--- config.mk ---
export PLATFORM = sky130hd
export DESIGN_NAME = hazard_ctrl
export DESIGN_NICKNAME = d
export VERILOG_FILES = /design/src/rtl/hazard_ctrl.sv
export SDC_FILE = /design/constraint.sdc
export NUM_CORES = 1
export LEC_CHECK = 0
export BUFFER_PORTS_ARGS = -buffer_cell sky130_fd_sc_hd__buf_2
export CAP_MARGIN = 20
export CORE_MARGIN = 5
export CORE_UTILIZATION = 25
export CTS_CLUSTER_DIAMETER = 30
export DETAILED_ROUTE_END_ITERATION = 8
export GPL_ROUTABILITY_DRIVEN = 1
export PLACE_DENSITY = 0.5
export SLEW_MARGIN = 25
export SYNTH_ARGS = -nofsm -noshare
export SYNTH_HDL_FRONTEND = slang
export SYNTH_SLANG_ARGS = --single-unit
--- constraint.sdc ---
create_clock -name clk -period 2.8 [get_ports clk]
set_input_delay 0.14 -clock clk [delete_from_list [all_inputs] [get_ports clk]]
set_output_delay 0.14 -clock clk [all_outputs]
set_load 0.01 [all_outputs]
--- src/rtl/hazard_ctrl.sv ---
// Decode/execute hazard controller: load-use stalls, branch flushes, multi-cycle multiply
// sequencing, memory-wait freeze, and saturating stall/flush performance counters.
module hazard_ctrl #(
  parameter int unsigned XLEN    = 32,
  parameter int unsigned MUL_LAT = 4,
  parameter int unsigned CNT_W   = XLEN
) (
  input  logic             clk,
  input  logic             rst,
  input  logic [4:0]       D_rs1,
  input  logic [4:0]       D_rs2,
  input  logic             D_use_rs1,
  input  logic             D_use_rs2,
  input  logic [4:0]       EX_rd,
  input  logic             EX_ld,
  input  logic             EX_we,
  input  logic             EX_mul,
  input  logic             EX_taken,
  input  logic             mem_busy,
  output logic             stall_F,
  output logic             flush_F,
  output logic             stall_D,
  output logic             hold_EX,
  output logic             hold_M,
  output logic             mul_start,
  output logic             mul_done,
  output logic [CNT_W-1:0] stall_cycles,
  output logic [CNT_W-1:0] flush_count
);

  localparam int unsigned      McntW    = $clog2(MUL_LAT);
  localparam logic [McntW-1:0] McntInit = McntW'(MUL_LAT - 1);
  localparam logic [McntW-1:0] McntOne  = McntW'(1);

  typedef enum logic [0:0] {StIdle, StMulBusy} state_e;

  state_e             state_q, state_d;
  logic [McntW-1:0]   mcnt_q, mcnt_d;
  logic [CNT_W-1:0]   stall_cycles_q, stall_cycles_d;
  logic [CNT_W-1:0]   flush_count_q, flush_count_d;
  logic               lu;

  assign lu = EX_ld && EX_we && (EX_rd != 5'd0) &&
              ((D_use_rs1 && (D_rs1 == EX_rd)) || (D_use_rs2 && (D_rs2 == EX_rd)));

  always_ff @(posedge clk) begin
    state_q        <= state_d;
    mcnt_q         <= mcnt_d;
    stall_cycles_q <= stall_cycles_d;
    flush_count_q  <= flush_count_d;
  end

  always_comb begin
    state_d = state_q;
    mcnt_d  = mcnt_q;
    if (rst) begin
      state_d = StIdle;
      mcnt_d  = '0;
    end else if (state_q == StMulBusy) begin
      // The multiplier keeps counting through a memory wait; only completion waits for it.
      if (mcnt_q > McntOne) begin
        mcnt_d = mcnt_q - McntOne;
      end else if (!mem_busy) begin
        state_d = StIdle;
        mcnt_d  = '0;
      end
    end else if (!mem_busy && !EX_taken && EX_mul) begin
      state_d = StMulBusy;
      mcnt_d  = McntInit;
    end
  end

  always_comb begin
    stall_F   = 1'b0;
    flush_F   = 1'b0;
    stall_D   = 1'b0;
    hold_EX   = 1'b0;
    hold_M    = 1'b0;
    mul_start = 1'b0;
    mul_done  = 1'b0;
    if (rst) begin
      stall_F = 1'b0;
    end else if (mem_busy) begin
      stall_F = 1'b1;
      hold_EX = 1'b1;
      hold_M  = 1'b1;
    end else if (state_q == StIdle && EX_taken) begin
      flush_F = 1'b1;
      stall_D = 1'b1;
    end else if (state_q == StIdle && EX_mul) begin
      mul_start = 1'b1;
      stall_F   = 1'b1;
      hold_EX   = 1'b1;
    end else if (state_q == StMulBusy && mcnt_q > McntOne) begin
      stall_F = 1'b1;
      hold_EX = 1'b1;
    end else if (state_q == StMulBusy) begin
      mul_done = 1'b1;
    end else if (lu) begin
      stall_F = 1'b1;
      stall_D = 1'b1;
    end
  end

  always_comb begin
    stall_cycles_d = stall_cycles_q;
    flush_count_d  = flush_count_q;
    if (rst) begin
      stall_cycles_d = '0;
      flush_count_d  = '0;
    end else begin
      if (stall_F && (stall_cycles_q != '1)) stall_cycles_d = stall_cycles_q + 1'b1;
      if (flush_F && (flush_count_q != '1))  flush_count_d  = flush_count_q + 1'b1;
    end
  end

  assign stall_cycles = stall_cycles_q;
  assign flush_count  = flush_count_q;

endmodule

; ---- Yosys cells after proc, flatten, opt, wreduce, memory -nomap -nowiden
; Cells that the tools add are included.
[word_totals]
rom_bits = 0
elab_cells = 71
latchBits = 0
mem_count = 0
in_bits = 24
register_bits = 67
mem_bits_rw = 0
[op_classes]
n_lt_le_gt_ge = 1
n_div = 0
n_mux = 39
shift = 0
n_eq_ne = 5
n_reduce_logical = 18
n_addsub = 3
multipliers = 0
bitwise = 1
[op_table]
columns = cell, count
row1 = $add A32 B1 Y32 const B, 2
row2 = $ne A32 B32 Y1 const B, 2
row3 = $mux W1, 35
row4 = $logic_and A1 B1 Y1, 12
row5 = $eq A5 B5 Y1, 2
row6 = $mux W2, 4
row7 = $reduce_bool A5 Y1, 1
row8 = $ne A3 B2 Y1 const B, 1
row9 = $gt A2 B1 Y1 const B, 1
row10 = $logic_not A1 Y1, 2
row11 = $reduce_and A2 Y1, 1
row12 = $reduce_bool A2 Y1, 1
row13 = $sub A2 B1 Y2 const B, 1
row14 = $logic_or A1 B1 Y1, 1
row15 = $not A1 Y1, 1

; ---- Depth between registers and ports, before layout
; Gate-level depths: netlist of run 1.
[depth]
ltp_word = 12
depth_mapped = 9
mapped_depth_nobuf = 7

; ---- Worst setup path before layout of run 1
; OpenSTA, ideal clock, no wires.
[synth_path]
kind = reg2reg
startpoint = reg stall_cycles_q[21], in the netlist stall_cycles[21]
endpoint = reg stall_cycles_q[25], in the netlist stall_cycles[25]
required_ns = 2.679
arrival_time_ns = 2.311
setup_slack_ns = 0.367
stages_incl_launch_ff = 8
synth_period_minus_slack_ns = 2.433
path_cell_list = dfxtp_1 nand4_2 or4_4 or4_4 o211ai_2 buf_6 nor4_2 mux2_4
[synth_via]
elab_chain_len = 2
elab_cells_between_ends = 3
[synth_rtl]
columns = item, line_no
row1 = from (decl), 39  ; logic [CNT_W-1:0] stall_cycles_q, stall_cycles_d;
row2 = from (signal assigned), 49  ; stall_cycles_q <= stall_cycles_d;
row3 = branches (longest 2 deep; another with $add A32 B1 Y32), --
; Several ways; the timed one is not identified.
; A chain may end at the register's enable or synchronous reset.

; ---- Worst setup path in the final report of run 1
[layout_path]
startpoint = reg stall_cycles_q[22], in the netlist stall_cycles[22]
endpoint = reg stall_cycles_q[1], in the netlist stall_cycles[1]
[layout_via]
elab_chain_len = 2
[layout_rtl]
columns = item, line_no
row1 = $ne A32 B32 Y1, 112  ; if (stall_F && (stall_cycles_q != '1)) stall_cycles_d = stall_cycles_q + 1'b1;
row2 = $logic_and A1 B1 Y1, 112
; Every way passes these cells.

==> results of run 1 <==
[per-stage QoR]
stage,setup WS (ns),power (W),utilization,hold slack [ns],cell area [um2]
floorplan,0.3672,0.001060,-,0.3266,3463
global placement,0.3334,0.001103,0.3000,0.4788,4116
detailed placement,0.2879,0.001105,0.3000,0.4921,4116
CTS,0.3017,0.002193,0.3206,0.2165,4398
global route,0.1436,0.002245,0.3206,0.2684,4398
finish,0.2980,0.002141,0.3206,0.2272,4398
[worst paths after layout]
kind,from,end
hold reg to reg,stall_cycles[10]$_SDFFE_PP0P_,stall_cycles[10]$_SDFFE_PP0P_
setup / recovery,stall_cycles[22]$_SDFFE_PP0P_,stall_cycles[1]$_SDFFE_PP0P_
hold / removal,mem_busy,state_q$_SDFF_PP0_
setup reg to reg,stall_cycles[22]$_SDFFE_PP0P_,stall_cycles[1]$_SDFFE_PP0P_
[registers in the layout, summed over array words and instances, names as in the netlist]
name	flops
state_q	1
mcnt_q	2
flush_count	32
stall_cycles	32
[cell families (layout without fill, tap and decap cells)]
logic type               Yosys count  in the layout  synth area share
AND/OR/NAND/NOR                  189            189            0.3056
flip-flops                        67             67            0.3873
XOR/XNOR                          39             39           0.09863
adder cells (fa/ha/maj)            2              2          0.007224
AO/OA/AOI/OAI                     79             79            0.1376
multiplexers                       6              6           0.02059
buffers and inverters             27            126           0.04299
[routing by layer]
layer | routed length (um) | vias to the layer above | global-route usage
met2 | 4175 | 81 | 0.1892
met3 | 701 | 13 | 0.04625
li1 | - | 1692 | -
met5 | 0 | - | 0
met1 | 4360 | 1558 | 0.1472
met4 | 154 | 0 | 0.03745
[placed cells by master, fill, tap and decap left out, drive strengths merged, types with 3 or more instances in the layout]
cell      n
and2      3
and3     10
xor2     21
a31oi     4
dfxtp    67
o21ai    20
xnor2    18
mux2      3
clkbuf   12
buf     103
nor2     38
or3      21
nor2b     4
nor4      6
nand2    31
o31ai     9
nand4    18
nor3      8
a21oi    33
inv       7
nand3    22
or4      10
mux2i     3
and4     12
[worst max-delay path, delay by kind of cell, from the launching register on]
family / cells / cell delay, ns
compound gates: 1 / 0.19
buf+inv: 1 / 0.22
flops: 1 / 0.42
mux: 1 / 0.19
simple gates: 4 / 1.34
[layout make-up]
cell class                 instances  area [um2]  area share
clock buffer                      12       256.5     0.05832
clock inverter                     4       25.02    0.005690
inverter                           7       26.28    0.005974
multi-input combinational        315        1973      0.4486
sequential                        67        1341      0.3050
tap                              180       225.2     0.05121
timing repair buffer             103       550.5      0.1252
[power by group through the flow]
stage | registers (W) | clock network, W | logic (W)
after floorplan | 0.000984 | 0 | 0.0000761
after CTS | 0.000963 | 0.00111 | 0.000122
after detailed placement | 0.000984 | 0 | 0.000122
after global placement | 0.000984 | 0 | 0.000119
final | 0.000963 | 0.00106 | 0.000120
after global routing | 0.000963 | 0.00115 | 0.000134
==> results.json, run 1 <==
{
  "gp_congestion": 0.8348,
  "setup_tns_ns": 0,
  "ys.flop_type": "dfxtp_1",
  "ys_ff_latch": 67,
  "cts_setup_buffers": 0,
  "clock_latency_ns": 0.33,
  "die_area_mm2": 0.01631,
  "yosysTopAreaCell": "dfxtp_1",
  "required_ns": 3.01,
  "io_buffers": 94,
  "slew_viol_final": 0,
  "synth_edf_count": 0,
  "hp-class": "in -> reg",
  "totalWireLength_um": 9391,
  "max_stage_delay_ns": 0.58,
  "cts_buffer_depth": 2,
  "hold_buffers": 0,
  "clock_sinks": 67,
  "ant_nets": 0,
  "drive_above_1_share": 0.2638,
  "async_flop_share": 0,
  "ys_types": 55,
  "ys_seq_area_frac": 0.3873,
  "swShare": 0.2291,
  "grt_pass1_vias": 3237,
  "finClkSkew_ns": 0.006913,
  "core_area_mm2": 0.01372,
  "ys.warnings.count": 0,
  "via_count": 3344,
  "p_seq_frac": 0.450,
  "avgSynthCellArea_um2": 8.468,
  "period_needed_ns": 2.502,
  "yosys.cell_count.top_type": "dfxtp_1",
  "h-tree-depth": 3,
  "ir_worst_vdd_mv": 0.3279,
  "post_cts_resized": 0,
  "hpwl_um": 6981,
  "overflow": 0,
  "ios": 95,
  "die_y_um": 127.7,
  "rrSetupSlack_ns": 0.30,
  "synth_nets": 435,
  "path_clk_slew_ns": 0.06,
  "grt_max_degree": 40,
  "combPwrFrac": 0.056,
  "powerDensity_mw_per_mm2": 486.9,
  "drc": 0,
  "synthTopCellsByArea": "dfxtp_1 39%, xor2_1 5.3%, xnor2_1 4.6%",
  "grt_pass1_wl_um": 15770,
  "cpMaxStageDelayCell": "or4_4",
  "synthCells": 409,
  "cts_tree": "built",
  "setup_viol": 0,
  "cts-root-buf": "clkbuf_16",
  "netlist_area_mm2": 0.003463,
  "antenna_found_initial": 0,
  "dr.pass1.iters": 4,
  "synth_common_cells": "67 x dfxtp_1, 37 x nor2_1, 31 x a21oi_1, 31 x nand2_1, 22 x nand3_1",
  "slew_headroom": 0.6484,
  "hold_depth": 3,
  "worstPathCellList": "nand4_2 -> or4_4 -> or4_4 -> o211ai_2 -> buf_12 -> mux2i_1 -> nor2_1",
  "viasPerCell": 4.860,
  "crit_type": "reg -> reg",
  "track_usage": 0.1184,
  "status": "finished clean",
  "max_freq_ghz": 0.3997,
  "pwr-share-clk": 0.494,
  "power_switching_w": 0.0004906,
  "num_rows": 43,
  "cp_max_fo": 27,
  "maxCapViolCount": 0,
  "final_hold_viol_count": 0,
  "worst_pin_slew_ns": 0.5261,
  "arrival_ns": 2.72,
  "synth_top_area_frac": 0.3873,
  "drt_iter0_markers": 155,
  "diodes": 0,
  "p_int_w": 0.001651,
  "areaGrowthSynthToFinish_pct": 26.99,
  "critPathMostFrequentCell": "or4_4",
  "critPathLaunchType": "register",
  "final_cells": 688,
  "finalNetCount": 529,
  "rsz0062_at_grt": "false",
  "start_util": 0.2524,
  "wl_per_cell_um": 13.65,
  "cp-end-kind": "register",
  "p_leak_nw": 1.724,
  "fin_crit_sh": 0.8936,
  "rr_worst_depth": 7,
  "die_w_um": 127.7,
  "fillers": 1475,
  "cts_buffers": 9,
  "dp.cells": 672
}
(Power assumes the default switching activity.)
==> run 2: changes to the inputs <==
- CORE_UTILIZATION: 25 -> 52
- PLACE_DENSITY: 0.5 -> 0.85
==> results.json, run 2 (synthesis results as in run 1) <==
{
  "status": "finished clean",
  "post-place-ws_ns": 0.3188,
  "arrival_ns": 2.72,
  "wl_per_cell_um": 14.40,
  "io_buffers": 94,
  "crit_type": "reg -> reg",
  "areaGrowthSynthToFinish_pct": 20.27,
  "clock_latency_ns": 0.34,
  "fillers": 541,
  "grt_pass1_vias": 3192,
  "grt_pass1_wl_um": 14310,
  "diodes": 0,
  "worst_pin_slew_ns": 0.5424,
  "rsz0062_at_grt": "false",
  "critPathLaunchType": "register",
  "finClkSkew_ns": 0.009383,
  "slew_viol_final": 0,
  "viasPerCell": 5.756,
  "dr.pass1.iters": 4,
  "setup_viol": 0,
  "cts-root-buf": "clkbuf_8",
  "path_clk_slew_ns": 0.08,
  "ir_worst_vdd_mv": 0.2340,
  "ios": 95,
  "overflow": 0,
  "track_usage": 0.2010,
  "start_util": 0.5393,
  "required_ns": 3.01,
  "setup_tns_ns": 0,
  "die_area_mm2": 0.008392,
  "drt_iter0_markers": 132,
  "core_area_mm2": 0.006422,
  "gp_congestion": 0.8588,
  "finalNetCount": 527,
  "drive_above_1_share": 0.2628,
  "maxCapViolCount": 0,
  "hpwl_um": 6172,
  "cp_max_fo": 37,
  "final_hold_viol_count": 0,
  "die_w_um": 91.61,
  "h-tree-depth": 3,
  "cts_buffer_depth": 2,
  "fin_crit_sh": 0.8979,
  "final_common_cell": "buf_2",
  "powerDensity_mw_per_mm2": 446.1,
  "hold_buffers": 0,
  "slew_headroom": 0.6375,
  "layout_common_cells": "94 x buf_2, 67 x dfxtp_1, 37 x nor2_1",
  "max_freq_ghz": 0.3978,
  "post_cts_resized": 0,
  "cts_tree": "built",
  "die_y_um": 91.61,
  "ant_nets": 0,
  "antenna_found_initial": 0,
  "fin_ws_ns": 0.2859,
  "clock_sinks": 67,
  "period_needed_ns": 2.514,
  "cts_setup_buffers": 0,
  "p_leak_nw": 1.675,
  "via_count": 3356,
  "totalWireLength_um": 8393,
  "cts_buffers": 9,
  "num_rows": 29,
  "hp-class": "in -> reg",
  "cp-end-kind": "register",
  "grt_max_degree": 38,
  "drc": 0
}
run 2: cell count changes in the layout (fill, tap and decap cells not counted):
cell | before | now
buf_4 | 8 | 6
clkbuf_16 | 9 | 0
clkbuf_1 | 1 | 0
clkinv_2 | 2 | 3
clkbuf_8 | 2 | 9
clkinv_4 | 0 | 1
bufinv_16 | 0 | 1
run 2: critical path, cell delays in order, from the launching register on:
cell and delay (ns):
dfxtp_1 0.42, nand4_2 0.17, or4_4 0.58, or4_4 0.54
o211ai_2 0.17, buf_12 0.24, mux2i_1 0.20, nor2_1 0.06
run 2: area by class of cell:
| type | count | area [um2] | share of cell area |
|---|---|---|---|
| clock buffers | 9 | 123.9 | 0.02974 |
| clock inverters | 7 | 68.82 | 0.01652 |
| inverters | 7 | 26.28 | 0.006308 |
| multi-input cells | 315 | 1973 | 0.4737 |
| flip-flops and latches | 67 | 1341 | 0.3220 |
| well taps | 77 | 96.34 | 0.02313 |
| repair buffers | 101 | 535.5 | 0.1286 |
run 2: worst paths after layout:
path	from	to	slack [ns]	depth (start not counted)
setup / recovery	stall_cycles[22]$_SDFFE_PP0P_	stall_cycles[1]$_SDFFE_PP0P_	0.29	7
hold / removal	mem_busy	state_q$_SDFF_PP0_	0.21	3
setup reg to reg	stall_cycles[22]$_SDFFE_PP0P_	stall_cycles[1]$_SDFFE_PP0P_	0.29	7
hold reg to reg	stall_cycles[10]$_SDFFE_PP0P_	stall_cycles[10]$_SDFFE_PP0P_	0.50	2
run 2: layer usage:
layer	share of wire	track usage
met5	0	0
met4	0.0070	0.06910
met3	0.070	0.05810
met2	0.47	0.3287
met1	0.45	0.2537
run 2: metrics by stage:
step	std cells	util	power [W]	cell area, um2	hold slack [ns]
after global routing	583	0.6485	0.001944	4165	0.2578
after CTS	583	0.6485	0.001877	4165	0.1989
after detailed placement	567	0.6185	0.001098	3973	0.4914
after global placement	567	0.6185	0.001095	3973	0.4767
after floorplan	409	-	0.001060	3463	0.3266
final	583	0.6485	0.001858	4165	0.2131
run 2: power by group:
part	internal [W]	switching (W)
Sequential	0.000957	0.00000604
Clock	0.000408	0.000374
Combinational	0.0000464	0.0000666
Total	0.00141	0.000447
==> run 3: changes to the inputs <==
- BUFFER_PORTS_ARGS: -buffer_cell sky130_fd_sc_hd__buf_2 -> -buffer_cell sky130_fd_sc_hd__clkbuf_2
==> results.json, run 3 (synthesis results as in run 1) <==
{
  "status": "finished clean",
  "cts_buffer_depth": 2,
  "finalNetCount": 527,
  "fin_crit_sh": 0.9081,
  "maxCapViolCount": 0,
  "combPwrFrac": 0.060,
  "io_buffers": 94,
  "totalWireLength_um": 8372,
  "period_needed_ns": 2.543,
  "p_leak_nw": 1.625,
  "start_util": 0.5393,
  "setup_tns_ns": 0,
  "antenna_found_initial": 0,
  "hpwl_um": 6016,
  "wl_per_cell_um": 14.41,
  "die_y_um": 91.61,
  "gp_congestion": 0.8600,
  "place_area_mm2": 0.003973,
  "clock_sinks": 67,
  "power_switching_w": 0.0004305,
  "reg2reg_to": "stall_cycles[1]$_SDFFE_PP0P_",
  "hold_depth": 3,
  "num_rows": 29,
  "max_freq_ghz": 0.3933,
  "rrSetupSlack_ns": 0.26,
  "viasPerCell": 5.766,
  "slew_headroom": 0.6399,
  "layout_common_cells": "94 x clkbuf_2, 67 x dfxtp_1, 37 x nor2_1",
  "final_hold_viol_count": 0,
  "post_cts_resized": 0,
  "clock_latency_ns": 0.35,
  "slew_viol_final": 0,
  "min_to": "state_q$_SDFF_PP0_",
  "ant_nets": 0,
  "finClkSkew_ns": 0.009892,
  "p_int_w": 0.001477,
  "track_usage": 0.1988,
  "rr_worst_depth": 7,
  "swShare": 0.2257,
  "hold_buffers": 0,
  "grt_pass1_vias": 3192,
  "crit_type": "reg -> reg",
  "areaGrowthSynthToFinish_pct": 20.48,
  "cts_tree": "built",
  "worst_pin_slew_ns": 0.5387,
  "final_common_cell": "clkbuf_2",
  "regArea_mm2": 0.001341,
  "p_seq_frac": 0.505,
  "h-tree-depth": 3,
  "arrival_ns": 2.76,
  "path_clk_slew_ns": 0.07,
  "rr_startpoint": "stall_cycles[21]$_SDFFE_PP0P_",
  "powerDensity_mw_per_mm2": 457.1,
  "cts_buffers": 9,
  "diodes": 0,
  "grt_max_degree": 39,
  "design_area_mm2": 0.004173,
  "dr.pass1.iters": 4,
  "ir_worst_vdd_mv": 0.3418,
  "overflow": 0,
  "hp-start": "mem_busy",
  "critPathLaunchType": "register",
  "drc": 0,
  "hp-class": "in -> reg",
  "drive_above_1_share": 0.2599,
  "fillers": 536,
  "die_area_mm2": 0.008392,
  "grt_pass1_wl_um": 14010,
  "core_area_mm2": 0.006422,
  "cp-end-kind": "register",
  "pwr-share-clk": 0.435,
  "cts_setup_buffers": 0,
  "ios": 95,
  "cp_max_fo": 37,
  "via_count": 3350,
  "required_ns": 3.02,
  "setup_viol": 0,
  "cts-root-buf": "clkbuf_8",
  "multi_input_area_mm2": 0.001973,
  "die_w_um": 91.61,
  "drt_iter0_markers": 141,
  "rsz0062_at_grt": "false"
}
run 3: power by group through the flow:
stage	sequential (W)	combinational [W]	clock, W
after global routing	0.000963	0.000125	0.000884
after global placement	0.000985	0.000110	0
after detailed placement	0.000985	0.000113	0
after floorplan	0.000984	0.0000761	0
after CTS	0.000963	0.000114	0.000841
final	0.000963	0.000113	0.000831
run 3: critical path: stages, from the launching register on:
cell	delay, ns
dfxtp_1	0.45
nand4_2	0.17
or4_4	0.59
or4_4	0.54
o211ai_2	0.18
buf_12	0.24
mux2i_1	0.20
nor2_1	0.05
run 3: worst max-delay path by stage:
stage                                   from                             to  depth (start not counted)
6_report       stall_cycles[21]$_SDFFE_PP0P_   stall_cycles[1]$_SDFFE_PP0P_                          7
5_1_grt        stall_cycles[22]$_SDFFE_PP0P_   stall_cycles[1]$_SDFFE_PP0P_                          7
4_1_cts        stall_cycles[21]$_SDFFE_PP0P_   stall_cycles[1]$_SDFFE_PP0P_                          7
3_5_place_dp   stall_cycles[21]$_SDFFE_PP0P_   stall_cycles[1]$_SDFFE_PP0P_                          7
3_3_place_gp   stall_cycles[21]$_SDFFE_PP0P_   stall_cycles[1]$_SDFFE_PP0P_                          7
2_1_floorplan  stall_cycles[21]$_SDFFE_PP0P_  stall_cycles[25]$_SDFFE_PP0P_                          7
run 3: area by class of cell:
cell class	count	share of cell area
multi-input cells	315	0.4729
flip-flops and latches	67	0.3214
repair buffers	101	0.1283
clock buffers	12	0.03958
well taps	77	0.02309
clock inverters	2	0.008396
inverters	7	0.006297
run 3: per-stage QoR:
stage | utilization | hold WS, ns | instances | setup WS [ns] | total power [W]
5_1_grt | 0.6497 | 0.2450 | 581 | 0.1605 | 0.001972
3_3_place_gp | 0.6185 | 0.4786 | 567 | 0.3707 | 0.001095
2_1_floorplan | - | 0.3266 | 409 | 0.3672 | 0.001060
6_report | 0.6497 | 0.2155 | 581 | 0.2574 | 0.001907
4_1_cts | 0.6497 | 0.2187 | 581 | 0.2810 | 0.001918
3_5_place_dp | 0.6185 | 0.4862 | 567 | 0.3000 | 0.001098
run 3: routing by layer:
layer  up-vias  global-route usage  share of wire
li1       1679                   -              -
met1      1564              0.2340           0.44
met2        98              0.3390           0.47
met3         9             0.06301          0.069
met4         0             0.07286          0.012
met5         -                   0              0
